$ cat src/rtl/mux_sel_sequencer.sv
// mux_sel_sequencer: walks a 2-bit select across the enabled channels of a
// 4:1 byte mux, holding each channel for dwell+1 cycles, with step/wrap
// pulses on every advance and a start_err pulse for an empty mask.
module mux_sel_sequencer #(
  parameter int DWELL_W = 8
) (
  input  logic               clk,
  input  logic               rst,
  input  logic               start,
  input  logic               stop,
  input  logic [3:0]         ch_mask,
  input  logic [DWELL_W-1:0] dwell,
  output logic [1:0]         sel,
  output logic               enable,
  output logic               busy,
  output logic               step,
  output logic               wrap,
  output logic               start_err
);

  localparam logic [0:0] ST_IDLE = 1'b0;
  localparam logic [0:0] ST_RUN  = 1'b1;

  logic [0:0]         state;
  logic [DWELL_W-1:0] count;
  logic [1:0]         first_ch;
  logic [1:0]         next_ch;

  // Channel search: lowest set bit for start, next set bit above sel (mod 4)
  // for an advance. A single-bit mask makes next_ch fall back to sel itself.
  always_comb begin
    // NOTE: every variable gets a default before the loops so no path leaves
    // it unassigned; otherwise synthesis infers a latch.
    first_ch = 2'd0;
    next_ch  = sel;
    for (int i = 3; i >= 0; i--) begin
      if (ch_mask[i]) first_ch = 2'(i);
    end
    // Descending offsets so the nearest enabled channel above sel wins.
    for (int k = 3; k >= 1; k--) begin
      if (ch_mask[sel + 2'(k)]) next_ch = sel + 2'(k);
    end
  end

  // Enable and busy are the state register itself, so they stay registered.
  assign enable = (state == ST_RUN);
  assign busy   = (state == ST_RUN);

  // State, select, dwell counter and single-cycle event pulses.
  always_ff @(posedge clk) begin
    // NOTE: non-blocking assignments so every register samples the values
    // from before this edge, regardless of statement order.
    if (rst) begin
      state     <= ST_IDLE;
      sel       <= 2'd0;
      count     <= '0;
      step      <= 1'b0;
      wrap      <= 1'b0;
      start_err <= 1'b0;
    end else begin
      step      <= 1'b0;
      wrap      <= 1'b0;
      start_err <= 1'b0;
      case (state)
        ST_IDLE: begin
          if (start && !stop) begin
            if (ch_mask != 4'b0000) begin
              state <= ST_RUN;
              sel   <= first_ch;
              count <= dwell;
            end else begin
              start_err <= 1'b1;
            end
          end
        end
        ST_RUN: begin
          if (stop) begin
            // stop beats an advance due on the same edge; sel is kept.
            state <= ST_IDLE;
          end else if (count != '0) begin
            count <= count - 1'b1;
          end else if (ch_mask == 4'b0000) begin
            // Nothing left to advance to: drop out quietly with sel held.
            state <= ST_IDLE;
          end else begin
            sel   <= next_ch;
            count <= dwell;
            step  <= 1'b1;
            wrap  <= (next_ch <= sel);
          end
        end
        default: state <= ST_IDLE;
      endcase
    end
  end

endmodule

$ cat config.mk
export PLATFORM = sky130hd
export DESIGN_NAME = mux_sel_sequencer
export DESIGN_NICKNAME = d
export VERILOG_FILES = /design/src/rtl/mux_sel_sequencer.sv
export SDC_FILE = /design/constraint.sdc
export NUM_CORES = 1
export LEC_CHECK = 0
export CORE_MARGIN = 2
export CORE_UTILIZATION = 54
export CTS_BUF_LIST = sky130_fd_sc_hd__clkbuf_16
export DETAILED_ROUTE_END_ITERATION = 8
export PLACE_DENSITY = 0.84
export SETUP_SLACK_MARGIN = 0.05
export SLEW_MARGIN = 10
export SYNTH_ARGS = -nofsm -noshare
export SYNTH_HDL_FRONTEND = slang
export SYNTH_SLANG_ARGS = --single-unit
export TNS_END_PERCENT = 30
$ cat constraint.sdc
create_clock -name clk -period 2.73 [get_ports clk]
set_input_delay 0.546 -clock clk [delete_from_list [all_inputs] [get_ports clk]]
set_output_delay 0.546 -clock clk [all_outputs]
set_load 0.01 [all_outputs]
==> results_dict.tcl, run 1 <==
set metrics [dict create \
    numCtsBuffers 3 \
    first_pass_iters 4 \
    wl_met2_um 1380 \
    ios 23 \
    synth_edf_count 0 \
    synthDominantCellAreaShare_pct 26.0 \
    dp_hpwl_um 2010 \
    syn_area_um2 1080 \
    antenna_found_initial 0 \
    min_period_ns 2.19 \
    postCtsHoldBufs 0 \
    ys_seq_elements 14 \
    setup_tns_ns 0 \
    instances_no_fill 172 \
    worstPathMaxFanout 8 \
    cts_buffer_depth 2 \
    cts_resized 0 \
    fp.dieW_um 48.7 \
    ys_seq_area_share_pct 26.0 \
    ys.flop_type "dfxtp_1" \
    fmax_mhz 457 \
    cpMaxStageDelayCell "clkdlybuf4s50_1" \
    synthArstFlopShare_pct 0 \
    clock_skew_ns 0.00415 \
    avgSynthCellArea_um2 8.69 \
    drv_slew 0 \
    dpl.cell_count 168 \
    slew_headroom_pct 61.9 \
    yosysWarnings 0 \
    core_um2 1920 \
    hold_slack_ns 0.551 \
    synthCells 124 \
    rsz0062_at_grt "no" \
    drive_above_1_share_pct 10.3 \
    cp_slowest_stage_delay_ns 0.54 \
    grt_pass1_wl_um 4360 \
    synth_area_leaders "dfxtp_1 26%, a21oi_1 5.1%, ha_1 4.6%" \
    hp-class "flop to flop" \
    period_share_pct 80.1 \
    switching_share_pct 28.8 \
    peakVddDrop_mv 0.478 \
    cts_tree "done" \
    place_congestion 0.854 \
    clkTransAtPathRegs_ns 0.05 \
    grt-ovfl-total 0 \
    arrival_ns 2.37 \
    synth.distinct_cells 45 \
    start_util_pct 56.1 \
    cp-start-kind "input pin" \
    worst_pin_slew_ns 0.566 \
    diodes 0 \
    port_buffers 22 \
    met1_length_um 1050 \
    crit_chain "clkdlybuf4s50_1 > nor4_2 > a21oi_1 > nand2_1 > o221a_1" \
    grt_max_degree 15 \
    die_height_um 48.7 \
    wl_met3_um 126 \
    drtAntennaViolNets 0 \
    yosys.area.top_type "dfxtp_1" \
    grt_pass1_vias 995 \
    rows 16 \
    total_leakage_power_nw 0.510 \
    total_power_uw 709 \
    register_area_um2 280 \
    nFillCells 168 \
    syn_to_final_growth_pct 27.1 \
    worst-setup-path-type "input pin to flop" \
    cts_root_buf "clkbuf_16" \
    status "completed" \
    htree_num_levels 1 \
    grtUsageTotal_pct 23.4 \
    synth_nets 144 \
    combPwrFrac_pct 27.6 \
    drtIter0Drc 25 \
    multi_input_area_um2 726 \
    post_cts_buffers 0 \
    cts.sinks 14 \
    power_density_nw_per_um2 518 \
    vias 1102 \
    drv_cap 0 \
    finalNetCount 166 \
    highest_layer "met4" \
    pwr-share-seq_pct 33.6 \
    final_hold_viol_count 0 \
    worstSetupEndpointType "flop" \
    vias_per_cell 6.41 \
    fp.dieArea_um2 2370 \
    internal_power_uw 504 \
    finalSetupViolations 0 \
    route.detailed.drc 0 \
    clock_latency_ns 0.24 \
    drt-total-wl_um 2650 \
    p_sw_uw 204 \
    clkPwrFrac_pct 38.8 \
    cp_data_required_time_ns 2.91 \
    wl_per_cell_um 15.4 \
]
==> registers in the layout, summed over array words and instances (netlist names) <==
name	cells
start_err	1
wrap	1
sel	2
busy	1
count	8
step	1
==> kinds of logic (layout without fill, tap and decap cells) <==
logic type,Yosys count,count (layout),synth area share (%)
AOI/OAI and AO/OA,45,45,31.9
adders and majority gates,4,4,4.65
and+or+nand+nor,45,45,28.0
buffers and inverters,13,34,6.62
muxes,3,3,2.79
DFF,14,14,26.0
==> synth_stat cells (2+ instances only) <==
library cell and count:
o32ai_1 2, a311oi_1 2, ha_1 4, a221o_1 2
o2111ai_1 3, a32oi_1 2, or4_1 4, nor3b_1 2
nand2_1 7, o211ai_1 2, dfxtp_1 14, o31ai_1 2
o211a_1 4, nor2b_1 5, buf_4 2, nor4_2 2
nand2b_1 6, a21oi_1 11, o21ai_0 5, nor2_1 8
buf_6 2, mux2i_1 3, inv_1 8
==> worst max-delay path: cells and delay by family <==
family / cells / cell delay (ns)
buffers and inverters: 1 / 0.54
AOI/OAI and AO/OA: 2 / 0.50
and+or+nand+nor: 2 / 0.79
==> placed cells by master, fill, tap and decap left out, drive strengths merged, types with 2 or more instances in the layout <==
| cell type | n |
|---|---|
| o211a | 4 |
| nor2 | 8 |
| a32oi | 2 |
| o31ai | 3 |
| o32ai | 2 |
| or4 | 5 |
| nor3b | 2 |
| o2111ai | 3 |
| a311oi | 2 |
| clkbuf | 3 |
| nor3 | 2 |
| nor4 | 3 |
| mux2i | 3 |
| a21oi | 12 |
| nand2b | 6 |
| clkdlybuf4s50 | 22 |
| o211ai | 2 |
| nor2b | 5 |
| a221o | 2 |
| ha | 4 |
| nand2 | 7 |
| inv | 8 |
| o21ai | 5 |
| a221oi | 2 |
| dfxtp | 14 |
==> path summary, 6_finish.rpt <==
path	start	endpoint	slack, ns	depth (start not counted)
worst max-delay path	ch_mask[1]	count[7]	0.54	5
worst min-delay path	count[4]	count[4]	0.55	2
worst max register to register	busy	count[1]	0.78	4
worst min register to register	count[4]	count[4]	0.55	2
==> area by class of cell <==
class	count	area share, %
Clock inverter	1	0.274
Inverter	8	2.19
Multi-Input combinational cell	97	53.0
Clock buffer	3	5.48
Tap cell	27	2.47
Timing Repair Buffer	22	16.1
Sequential cell	14	20.5
==> routing by layer <==
metal | GRT usage [%] | vias to the layer above
li1 | - | 528
met1 | 26.8 | 527
met2 | 40.0 | 37
met3 | 5.25 | 10
met4 | 13.3 | 0
met5 | 0 | -
==> power groups by stage <==
stage | clock (mW) | combinational [mW] | sequential, mW
global placement | 0 | 0.186 | 0.241
floorplan | 0 | 0.135 | 0.236
CTS | 0.277 | 0.194 | 0.238
detailed placement | 0 | 0.191 | 0.242
finish | 0.275 | 0.196 | 0.238
global route | 0.288 | 0.217 | 0.241
==> per-stage QoR <==
step / setup slack, ns / area [um2] / util, %
2_1_floorplan: 1.00 / 1080 / -
5_1_grt: 0.486 / 1370 / 71.2
4_1_cts: 0.583 / 1370 / 71.2
3_5_place_dp: 0.342 / 1290 / 67.1
3_3_place_gp: 0.437 / 1290 / 67.1
6_report: 0.543 / 1370 / 71.2
Power figures use the tool's default switching activity.
==> run 2, diff against run 1 <==
--- a/config.mk
+++ b/config.mk
@@ -6,10 +6,10 @@
 export NUM_CORES = 1
 export LEC_CHECK = 0
 export CORE_MARGIN = 2
-export CORE_UTILIZATION = 54
+export CORE_UTILIZATION = 45
 export CTS_BUF_LIST = sky130_fd_sc_hd__clkbuf_16
 export DETAILED_ROUTE_END_ITERATION = 8
-export PLACE_DENSITY = 0.84
+export PLACE_DENSITY = 0.75
 export SETUP_SLACK_MARGIN = 0.05
 export SLEW_MARGIN = 10
 export SYNTH_ARGS = -nofsm -noshare
==> constraint.sdc (replaced) <==
create_clock -name clk -period 1.9 [get_ports clk]
set_input_delay 0.38 -clock clk [delete_from_list [all_inputs] [get_ports clk]]
set_output_delay 0.38 -clock clk [all_outputs]
set_load 0.01 [all_outputs]
==> results_dict.tcl, run 2 (synthesis results as in run 1) <==
set metrics [dict create \
    largest_reg_flops 8 \
    rr_endpoint "count[6]" \
    dp_hpwl_um 2400 \
    instances_no_fill 202 \
    peakVddDrop_mv 0.601 \
    drive_above_1_share_pct 31.0 \
    route.detailed.drc 0 \
    fp.dieArea_um2 2800 \
    core_um2 2230 \
    cts_buffer_depth 2 \
    die_height_um 52.9 \
    diodes 0 \
    regMostFlops "count" \
    grt_pass1_wl_um 5060 \
    slew_headroom_pct 57.7 \
    postCtsHoldBufs 0 \
    period_share_pct 96.8 \
    grt_pass1_vias 1151 \
    grtUsageTotal_pct 24.3 \
    layout_commonest_cell "buf_4" \
    drv_cap 0 \
    vias_per_cell 5.90 \
    syn_to_final_growth_pct 54.0 \
    finalNetCount 195 \
    clock_latency_ns 0.24 \
    cp-start-kind "flop" \
    dpl.cell_count 197 \
    dpl_cell_area_um2 1500 \
    hp-class "flop to flop" \
    final_cell_mix "27 x buf_4, 19 x clkdlybuf4s50_1, 12 x dfxtp_1, 9 x a21oi_1, 8 x nor2_1" \
    drtIter0Drc 25 \
    ios 23 \
    rsz0062_at_grt "yes" \
    cts.sinks 14 \
    holdPathEnd "count[6]" \
    first_pass_iters 5 \
    rows 17 \
    clkTransAtPathRegs_ns 0.05 \
    fmax_mhz 544 \
    drv_slew 0 \
    finalSetupViolations 0 \
    numCtsBuffers 3 \
    place_congestion 0.866 \
    rrSetupSlack_ns 0.06 \
    total_leakage_power_nw 0.686 \
    worst_pin_slew_ns 0.631 \
    fp.dieW_um 52.9 \
    start_util_pct 48.2 \
    worstSetupEndpointType "flop" \
    nFillCells 160 \
    min_period_ns 1.84 \
    grt-ovfl-total 0 \
    wl_per_cell_um 15.7 \
    hp-start "count[6]" \
    vias 1192 \
    reg2reg_depth 7 \
    stdcell_area_um2 1660 \
    grt_max_degree 10 \
    arrival_ns 1.96 \
    min_delay_path_depth 2 \
    port_buffers 22 \
    final_hold_viol_count 0 \
    drtAntennaViolNets 0 \
    cp_data_required_time_ns 2.02 \
    clock_skew_ns 0.00537 \
    hold_slack_ns 0.570 \
    largest_registers "count: 8 flops, sel: 2 flops" \
    power_density_nw_per_um2 677 \
    setup_tns_ns 0 \
    status "completed" \
    htree_num_levels 1 \
    worst-setup-path-type "flop to flop" \
    cts_root_buf "clkbuf_16" \
    drt-total-wl_um 3170 \
    cts_tree "done" \
    antenna_found_initial 0 \
    timing.rr.start "count[0]" \
    worstPathMaxFanout 3 \
]
## run 2: cell types whose count changed in the layout (fill, tap and decap cells not counted), sizes merged
cell,change
clkdlybuf4s50,-3
dlymetal6s2s,+3
buf,+29
## run 2: power breakdown
part	internal [mW]	switching, mW
clock	0.279	0.126
sequential	0.314	0.0280
combinational	0.197	0.178
## run 2: what timing repair did
action	4_1_cts	5_1_grt
pin swaps	0	3
endpoints found under the setup margin	4	12
setup buffers	0	1
gates resized for setup	1	20
## run 2: metrics by stage
stage                     utilization, %  power (mW)  setup slack, ns
after detailed placement            67.2       0.685           -0.166
final                               74.3        1.12           0.0615
after CTS                           71.1        1.10           0.0153
after floorplan                        -       0.533            0.170
after global routing                74.3        1.18          -0.0163
after global placement              67.2       0.673           -0.127
## run 2: per-layer routing
metal / up-vias / part of all wire, % / global-route usage, %
met5: - / 0 / 0
met3: 4 / 4.9 / 2.54
met2: 37 / 50 / 41.5
met1: 563 / 43 / 31.4
li1: 588 / - / -
met4: 0 / 1.3 / 8.97
## run 2: worst max-delay path: stages, from the launching register on
cell and delay [ns]:
dfxtp_2 0.32, inv_2 0.07, buf_6 0.10, ha_4 0.12, or3b_4 0.38, or4_4 0.53
o211ai_1 0.11, a21oi_1 0.09
## run 2: area by class of cell
type                       instances  area [um2]  area share [%]
clock buffer                       3        75.1            4.52
clock inverter                     1        3.75           0.226
multi-input combinational         97         779            47.0
sequential                        14         283            17.0
inverter                           8        30.0            1.81
timing repair buffer              51         453            27.3
tap                               28        35.0            2.11
## run 2: worst max-delay path by stage
stage / from / to / slack (ns) / cells past startpoint
floorplan: count[0] / count[6] / 0.17 / 6
global placement: ch_mask[1] / count[7] / -0.13 / 5
detailed placement: ch_mask[2] / count[7] / -0.17 / 7
CTS: count[0] / count[1] / 0.02 / 8
global route: count[0] / count[6] / -0.02 / 7
finish: count[0] / count[6] / 0.06 / 7
==> run 3, diff against run 2 <==
--- a/config.mk
+++ b/config.mk
@@ -8,6 +8,7 @@
 export CORE_MARGIN = 2
 export CORE_UTILIZATION = 45
 export CTS_BUF_LIST = sky130_fd_sc_hd__clkbuf_16
+export CTS_CLUSTER_DIAMETER = 100
 export DETAILED_ROUTE_END_ITERATION = 8
 export PLACE_DENSITY = 0.75
 export SETUP_SLACK_MARGIN = 0.05
==> results of run 3 <==
Same layout as run 2: the final DEF is identical, and so are final timing and power.
